[src/rtl/tinynpu_loader_if.sv]
// Host/NPU-facing bundle of the tinynpu loader.
// The slave modport is the loader's view; the master modport is the host/NPU environment.
interface tinynpu_loader_if #(
    parameter int SIZE  = 4,
    parameter int NBITS = 8
);
    logic                    start;
    logic                    in_val;
    logic [NBITS-1:0]        in_data;
    logic                    in_rdy;
    logic [NBITS-1:0]        x_in;
    logic                    x_load_val;
    logic [NBITS-1:0]        w_in;
    logic                    w_load_val;
    logic [$clog2(SIZE)-1:0] w_load_sel;
    logic                    mac_val;
    logic                    out_val;
    logic [NBITS-1:0]        z_out;
    logic                    res_val;
    logic [NBITS-1:0]        res_data;
    logic                    res_rdy;
    logic                    busy;
    logic                    done;

    modport slave (
        input  start, in_val, in_data, z_out, res_rdy,
        output in_rdy, x_in, x_load_val, w_in, w_load_val, w_load_sel,
               mac_val, out_val, res_val, res_data, busy, done
    );

    modport master (
        output start, in_val, in_data, z_out, res_rdy,
        input  in_rdy, x_in, x_load_val, w_in, w_load_val, w_load_sel,
               mac_val, out_val, res_val, res_data, busy, done
    );
endinterface

[src/rtl/tinynpu_loader.sv]
// Job sequencer: streams SIZE*SIZE weights then SIZE activations into the NPU, fires a MAC, reads back SIZE results.
// Loads appear one cycle after each in_val/in_rdy transfer; results are held under res_rdy backpressure.
module tinynpu_loader #(
    parameter int SIZE    = 4,
    parameter int NBITS   = 8,
    parameter int MAC_LAT = 4,
    parameter int OUT_LAT = 2
) (
    input  logic            clk,
    input  logic            rst,
    tinynpu_loader_if.slave bus
);
    localparam int SW      = $clog2(SIZE);
    localparam int C_W     = SIZE * SIZE - 1;
    localparam int C_R     = OUT_LAT + SIZE - 1;
    localparam int CNT_MAX = (C_W > MAC_LAT) ? ((C_W > C_R) ? C_W : C_R)
                                             : ((MAC_LAT > C_R) ? MAC_LAT : C_R);
    localparam int CW      = $clog2(CNT_MAX + 1);

    typedef enum logic [2:0] {IDLE, LOAD_W, LOAD_X, COMPUTE, WAIT, READ, RESULT} state_t;

    state_t           r_state;
    logic [CW-1:0]    r_cnt;
    logic [SW-1:0]    r_ridx;
    logic [NBITS-1:0] r_buf [SIZE];
    logic             r_in_rdy;
    logic [NBITS-1:0] r_x_in;
    logic             r_x_load_val;
    logic [NBITS-1:0] r_w_in;
    logic             r_w_load_val;
    logic [SW-1:0]    r_w_load_sel;
    logic             r_mac_val;
    logic             r_out_val;
    logic             r_res_val;
    logic [NBITS-1:0] r_res_data;
    logic             r_busy;
    logic             r_done;

    logic             w_xfer;
    logic [SW-1:0]    w_row;
    logic [SW-1:0]    w_widx;
    logic [SW-1:0]    w_ridx_nxt;

    assign w_xfer     = bus.in_val && r_in_rdy;
    assign w_row      = SW'(r_cnt / CW'(SIZE));
    assign w_widx     = SW'(r_cnt - CW'(OUT_LAT));
    assign w_ridx_nxt = r_ridx + SW'(1);

    always_ff @(posedge clk or negedge rst) begin
        if (!rst) begin
            r_state      <= IDLE;
            r_cnt        <= '0;
            r_ridx       <= '0;
            for (int i = 0; i < SIZE; i++) r_buf[i] <= '0;
            r_in_rdy     <= 1'b0;
            r_x_in       <= '0;
            r_x_load_val <= 1'b0;
            r_w_in       <= '0;
            r_w_load_val <= 1'b0;
            r_w_load_sel <= '0;
            r_mac_val    <= 1'b0;
            r_out_val    <= 1'b0;
            r_res_val    <= 1'b0;
            r_res_data   <= '0;
            r_busy       <= 1'b0;
            r_done       <= 1'b0;
        end else begin
            r_w_load_val <= 1'b0;
            r_x_load_val <= 1'b0;
            r_mac_val    <= 1'b0;
            r_done       <= 1'b0;
            case (r_state)
                // A start coinciding with the done pulse is dropped.
                IDLE: if (bus.start && !r_done) begin
                    r_state  <= LOAD_W;
                    r_cnt    <= '0;
                    r_ridx   <= '0;
                    r_in_rdy <= 1'b1;
                    r_busy   <= 1'b1;
                end
                LOAD_W: if (w_xfer) begin
                    r_w_in       <= bus.in_data;
                    r_w_load_sel <= w_row;
                    r_w_load_val <= 1'b1;
                    if (r_cnt == CW'(C_W)) begin
                        r_cnt   <= '0;
                        r_state <= LOAD_X;
                    end else begin
                        r_cnt <= r_cnt + CW'(1);
                    end
                end
                LOAD_X: if (w_xfer) begin
                    r_x_in       <= bus.in_data;
                    r_x_load_val <= 1'b1;
                    if (r_cnt == CW'(SIZE - 1)) begin
                        r_cnt    <= '0;
                        r_in_rdy <= 1'b0;
                        r_state  <= COMPUTE;
                    end else begin
                        r_cnt <= r_cnt + CW'(1);
                    end
                end
                COMPUTE: begin
                    r_mac_val <= 1'b1;
                    r_state   <= WAIT;
                end
                // mac_val is visible in the first WAIT cycle, so WAIT spans MAC_LAT+1 cycles
                // to leave MAC_LAT quiet cycles before out_val rises.
                WAIT: if (r_cnt == CW'(MAC_LAT)) begin
                    r_cnt     <= '0;
                    r_out_val <= 1'b1;
                    r_state   <= READ;
                end else begin
                    r_cnt <= r_cnt + CW'(1);
                end
                // r_cnt counts cycles with out_val high; index OUT_LAT+j carries result j.
                READ: begin
                    if (r_cnt >= CW'(OUT_LAT)) r_buf[w_widx] <= bus.z_out;
                    if (r_cnt == CW'(C_R)) begin
                        r_cnt      <= '0;
                        r_out_val  <= 1'b0;
                        r_res_val  <= 1'b1;
                        r_res_data <= r_buf[0];
                        r_ridx     <= '0;
                        r_state    <= RESULT;
                    end else begin
                        r_cnt <= r_cnt + CW'(1);
                    end
                end
                RESULT: if (bus.res_rdy) begin
                    if (r_ridx == SW'(SIZE - 1)) begin
                        r_res_val <= 1'b0;
                        r_busy    <= 1'b0;
                        r_done    <= 1'b1;
                        r_state   <= IDLE;
                    end else begin
                        r_ridx     <= w_ridx_nxt;
                        r_res_data <= r_buf[w_ridx_nxt];
                    end
                end
                default: r_state <= IDLE;
            endcase
        end
    end

    assign bus.in_rdy     = r_in_rdy;
    assign bus.x_in       = r_x_in;
    assign bus.x_load_val = r_x_load_val;
    assign bus.w_in       = r_w_in;
    assign bus.w_load_val = r_w_load_val;
    assign bus.w_load_sel = r_w_load_sel;
    assign bus.mac_val    = r_mac_val;
    assign bus.out_val    = r_out_val;
    assign bus.res_val    = r_res_val;
    assign bus.res_data   = r_res_data;
    assign bus.busy       = r_busy;
    assign bus.done       = r_done;
endmodule

[src/flat_wrapper.sv]
// flat-port wrapper written by rule: the top's interface ports become plain ports
module tinynpu_loader_flat 
#(
    parameter int SIZE    = 4,
    parameter int NBITS   = 8,
    parameter int MAC_LAT = 4,
    parameter int OUT_LAT = 2
)
  (clk, rst, bus_start, bus_in_val, bus_in_data, bus_z_out, bus_res_rdy, bus_in_rdy, bus_x_in, bus_x_load_val, bus_w_in, bus_w_load_val, bus_w_load_sel, bus_mac_val, bus_out_val, bus_res_val, bus_res_data, bus_busy, bus_done);
  tinynpu_loader_if #(.SIZE(SIZE), .NBITS(NBITS)) bus_i ();
  input  logic clk;
  input  logic rst;
  input wire logic [$bits(bus_i.start)-1:0] bus_start;
  input wire logic [$bits(bus_i.in_val)-1:0] bus_in_val;
  input wire logic [$bits(bus_i.in_data)-1:0] bus_in_data;
  input wire logic [$bits(bus_i.z_out)-1:0] bus_z_out;
  input wire logic [$bits(bus_i.res_rdy)-1:0] bus_res_rdy;
  output wire logic [$bits(bus_i.in_rdy)-1:0] bus_in_rdy;
  output wire logic [$bits(bus_i.x_in)-1:0] bus_x_in;
  output wire logic [$bits(bus_i.x_load_val)-1:0] bus_x_load_val;
  output wire logic [$bits(bus_i.w_in)-1:0] bus_w_in;
  output wire logic [$bits(bus_i.w_load_val)-1:0] bus_w_load_val;
  output wire logic [$bits(bus_i.w_load_sel)-1:0] bus_w_load_sel;
  output wire logic [$bits(bus_i.mac_val)-1:0] bus_mac_val;
  output wire logic [$bits(bus_i.out_val)-1:0] bus_out_val;
  output wire logic [$bits(bus_i.res_val)-1:0] bus_res_val;
  output wire logic [$bits(bus_i.res_data)-1:0] bus_res_data;
  output wire logic [$bits(bus_i.busy)-1:0] bus_busy;
  output wire logic [$bits(bus_i.done)-1:0] bus_done;
  assign bus_i.start = bus_start;
  assign bus_i.in_val = bus_in_val;
  assign bus_i.in_data = bus_in_data;
  assign bus_i.z_out = bus_z_out;
  assign bus_i.res_rdy = bus_res_rdy;
  assign bus_in_rdy = bus_i.in_rdy;
  assign bus_x_in = bus_i.x_in;
  assign bus_x_load_val = bus_i.x_load_val;
  assign bus_w_in = bus_i.w_in;
  assign bus_w_load_val = bus_i.w_load_val;
  assign bus_w_load_sel = bus_i.w_load_sel;
  assign bus_mac_val = bus_i.mac_val;
  assign bus_out_val = bus_i.out_val;
  assign bus_res_val = bus_i.res_val;
  assign bus_res_data = bus_i.res_data;
  assign bus_busy = bus_i.busy;
  assign bus_done = bus_i.done;
  tinynpu_loader #(.SIZE(SIZE), .NBITS(NBITS), .MAC_LAT(MAC_LAT), .OUT_LAT(OUT_LAT)) u_core (.clk(clk), .rst(rst), .bus(bus_i));
endmodule
[config.mk]
export PLATFORM = sky130hd
export DESIGN_NAME = tinynpu_loader_flat
export DESIGN_NICKNAME = d
export VERILOG_FILES = /design/src/rtl/tinynpu_loader_if.sv /design/src/rtl/tinynpu_loader.sv /design/src/flat_wrapper.sv
export SDC_FILE = /design/constraint.sdc
export NUM_CORES = 1
export LEC_CHECK = 0
export CORE_MARGIN = 2
export CORE_UTILIZATION = 35
export DETAILED_ROUTE_END_ITERATION = 12
export GPL_TIMING_DRIVEN = 0
export SYNTH_ARGS = -nofsm -noshare
export SYNTH_HDL_FRONTEND = slang
export SYNTH_SLANG_ARGS = --single-unit
[constraint.sdc]
create_clock -name clk -period 5.6 [get_ports clk]
set_clock_uncertainty 0.2 [all_clocks]
set_input_delay 1.68 -clock clk [delete_from_list [all_inputs] [get_ports clk]]
set_output_delay 1.68 -clock clk [all_outputs]
set_load 0.02 [all_outputs]
==> run_results.csv <==
group,metric,value,unit
hold_path,hold_depth,1,
sta,setup_viol,0,
floorplan,die_area,0.01077,mm^2
clock_tree,cts_tree,"done",
run,maxCapViolations,0,
yosys,synth_common_cells,"dfrtp_1 (75), mux2_2 (69), nand2_1 (16), nor2_1 (16), o21ai_0 (12)",
finish,seqCellArea,0.001877,mm^2
critical_path,rr_worst_depth,6,
yosys,synth.area.top_cells,"dfrtp_1 (54%), mux2_2 (22%), ha_1 (1.8%)",
drt,drtIter0Drc,79,
clock_tree,clk_latency,340,ps
yosys,syn_avg_cell_area,12.67,um^2
finish,multi_input_area,0.001511,mm^2
sta,hold_slack,289.3,ps
power_and_ir_drop,p_sw,0.0009718,W
placed_design,gp_congestion,0.7994,
floorplan,rows,36,
global_routing,antenna_found_initial,0,
drt,routed_via_density,4.983,
clock_tree,ctsHtreeMaxLevel,3,
power_and_ir_drop,seq_power_share,0.360,
global_routing,grt_pass1_vias,2413,
clock_tree,cts_sinks,75,
sta,layout_setup_ws,2062,ps
clock_tree,numCtsBuffers,9,
sta,worst_pin_slew,921.3,ps
global_routing,grt_first_pass_wirelength,12680,um
clock_tree,clk_pin_slew,80,ps
yosys,synth_top_cell_area_share,0.5386,
power_and_ir_drop,pwr-share-clk,0.147,
finish,syn2layout_area_growth,26.14,%
finish,drive_gt1_frac,0.2841,
drt,routed_wl,7574,um
power_and_ir_drop,irDropWorstVdd,0.0002139,V
power_and_ir_drop,combPwrFrac,0.493,
drt,vias,2382,
finish,nets,367,
yosys,ys_types,47,
critical_path,cp-start-kind,"input pin",
sta,rsz0062_at_grt,"false",
yosys,yosysSeqAreaShare,0.5386,
sta,final-hold-violation-count,0,
yosys,ys.flop_type,"dfrtp_1",
finish,antennaDiodeCount,0,
yosys,synthCells,275,
drt,first_pass_iters,4,
global_routing,grt_overflow,0,
yosys,synth-seq-cells,75,
critical_path,critPathArrivalTime,3630,ps
finish,fillers,930,
yosys,yosysTopAreaCell,"dfrtp_1",
sta,finalCriticalPeriod,3538,ps
clock_tree,clk_path_buf_depth,2,
global_routing,grt_use_total,0.1499,
critical_path,worst-setup-path-type,"input pin to flip-flop",
floorplan,dieHeight,103.8,um
power_and_ir_drop,p_leak,1.869,nW
yosys,synthArstFlopShare,1.000,
power_and_ir_drop,switching_share,0.3720,
sta,period_share,0.6317,
floorplan,ioPinCount,55,
clock_tree,root_buffer,"clkbuf_8",
placed_design,dp_hpwl,5199,um
yosys,synth_area,0.003485,mm^2
placed_design,numPortBuffers,54,
floorplan,die_w,103.8,um
power_and_ir_drop,power_density,594.4,mW/mm^2
critical_path,crit_required,5690,ps
floorplan,start_util,0.3582,
drt,routedWlPerCell,15.85,um
clock_tree,cts-hold-fix-buffers,0,
yosys,yosysWarnings,0,
yosys,syn_nets,301,
critical_path,critPathCaptureType,"flip-flop",
yosys,yosysMostFrequentCell,"dfrtp_1",
clock_tree,post_cts_buffers,0,
power_and_ir_drop,p_int,0.001641,W
outcome,status,"finished, final reports clean",
critical_path,regToRegSetupSlack,3150,ps
placed_design,dp_slack,1686,ps
drt,drc,0,
sta,clock.fmax,282.7,MHz
global_routing,grt_max_degree,53,
critical_path,critPathMaxFanout,4,
drt,ant_nets,0,
yosys,synth_edf_count,0,
sta,relSlewSlack,0.3817,
hold_path,min-delay-path-class,"flip-flop to flip-flop",
sta,finalMaxSlewViolations,0,
floorplan,coreArea,0.009729,mm^2
clock_tree,post_cts_resized,0,
## routing by layer
metal  vias up  track usage  part of all wire  wire (um)
li1       1132            -                 -          -
met4         0      0.07143             0.018        135
met5         -            0                 0          0
met1      1203       0.2142              0.50       3797
met3        10      0.02769             0.029        217
met2        37       0.2200              0.45       3424
## metrics by stage
| stage | instance area, um^2 | setup TNS (ps) | total power (W) | std cells | util |
|---|---|---|---|---|---|
| after detailed placement | 4217 | 0 | 0.002242 | 463 | 0.4334 |
| final | 4395 | 0 | 0.002613 | 478 | 0.4518 |
| after global placement | 4192 | -2340 | 0.002220 | 462 | 0.4308 |
| after CTS | 4395 | 0 | 0.002633 | 478 | 0.4518 |
| after global routing | 4395 | 0 | 0.002793 | 478 | 0.4518 |
| after floorplan | 3485 | 0 | 0.001788 | 275 | - |
## worst max-delay path: stages
cell and delay [ps]:
clkdlybuf4s50_1 470, or3b_1 350, a32o_1 310, or3b_1 380
a2111oi_2 310, a21o_1 120
## cell families (layout without fill, tap and decap cells)
family / Yosys count / after routing / share of synthesized area
simple gates: 64 / 64 / 0.1009
buf+inv: 15 / 85 / 0.02764
mux: 69 / 69 / 0.2230
flops: 75 / 75 / 0.5386
fa+ha+maj: 5 / 5 / 0.01795
compound gates: 46 / 46 / 0.08941
xor+xnor: 1 / 1 / 0.002514
## sequential cells by signal (all words and copies together) (netlist names)
name	cells
u_core.r_buf	32
u_core.bus.res_data	8
u_core.bus.w_in	8
u_core.bus.x_in	8
u_core.r_cnt	4
u_core.r_state	3
u_core.bus.w_load_sel	2
u_core.r_ridx	2
u_core.bus.busy	1
u_core.bus.done	1
u_core.bus.in_rdy	1
u_core.bus.mac_val	1
u_core.bus.out_val	1
u_core.bus.res_val	1
u_core.bus.w_load_val	1
u_core.bus.x_load_val	1
## layout by cell type (no fill, tap or decap), types with 2 or more instances in the layout
| master | count |
|---|---|
| nand2b_1 | 3 |
| o21ai_0 | 12 |
| ha_1 | 5 |
| clkbuf_1 | 2 |
| clkinvlp_4 | 2 |
| o22ai_1 | 2 |
| a31oi_1 | 5 |
| a21oi_1 | 6 |
| clkbuf_8 | 14 |
| nand3_1 | 5 |
| a32o_1 | 2 |
| or2_2 | 2 |
| nor2_1 | 16 |
| or3b_1 | 2 |
| nor3_1 | 3 |
| nor3b_1 | 3 |
| a22oi_1 | 7 |
| dfrtp_1 | 75 |
| inv_1 | 7 |
| clkdlybuf4s50_1 | 53 |
| and3b_1 | 3 |
| mux2_2 | 69 |
| a21o_1 | 2 |
| nand3b_1 | 2 |
| nand2_1 | 16 |
## worst paths after layout
check / startpoint / endpoint
max in group asynchronous: rst / u_core.r_buf[23]
worst max-delay path: bus_start / u_core.r_cnt[2]
min in group asynchronous: rst / u_core.bus.mac_val
worst min-delay path: u_core.bus.busy / u_core.bus.busy
worst min register to register: u_core.bus.busy / u_core.bus.busy
worst max register to register: u_core.r_cnt[1] / u_core.r_state[0]
## power groups by stage
stage | sequential [W] | combinational, W | clock [W]
floorplan | 0.00105 | 0.000735 | 0
global placement | 0.000944 | 0.00128 | 0
detailed placement | 0.000952 | 0.00129 | 0
CTS | 0.000942 | 0.00130 | 0.000396
global route | 0.000975 | 0.00140 | 0.000418
finish | 0.000941 | 0.00129 | 0.000384
## cell type report
class | instances | share of cell area
clock buffer | 12 | 0.03530
timing repair buffer | 55 | 0.1287
buffer | 8 | 0.01594
inverter | 7 | 0.005978
clock inverter | 3 | 0.005408
sequential | 75 | 0.4270
multi-input combinational | 185 | 0.3439
tap | 133 | 0.03786
Note: power is estimated with default switching activity, not from simulation.
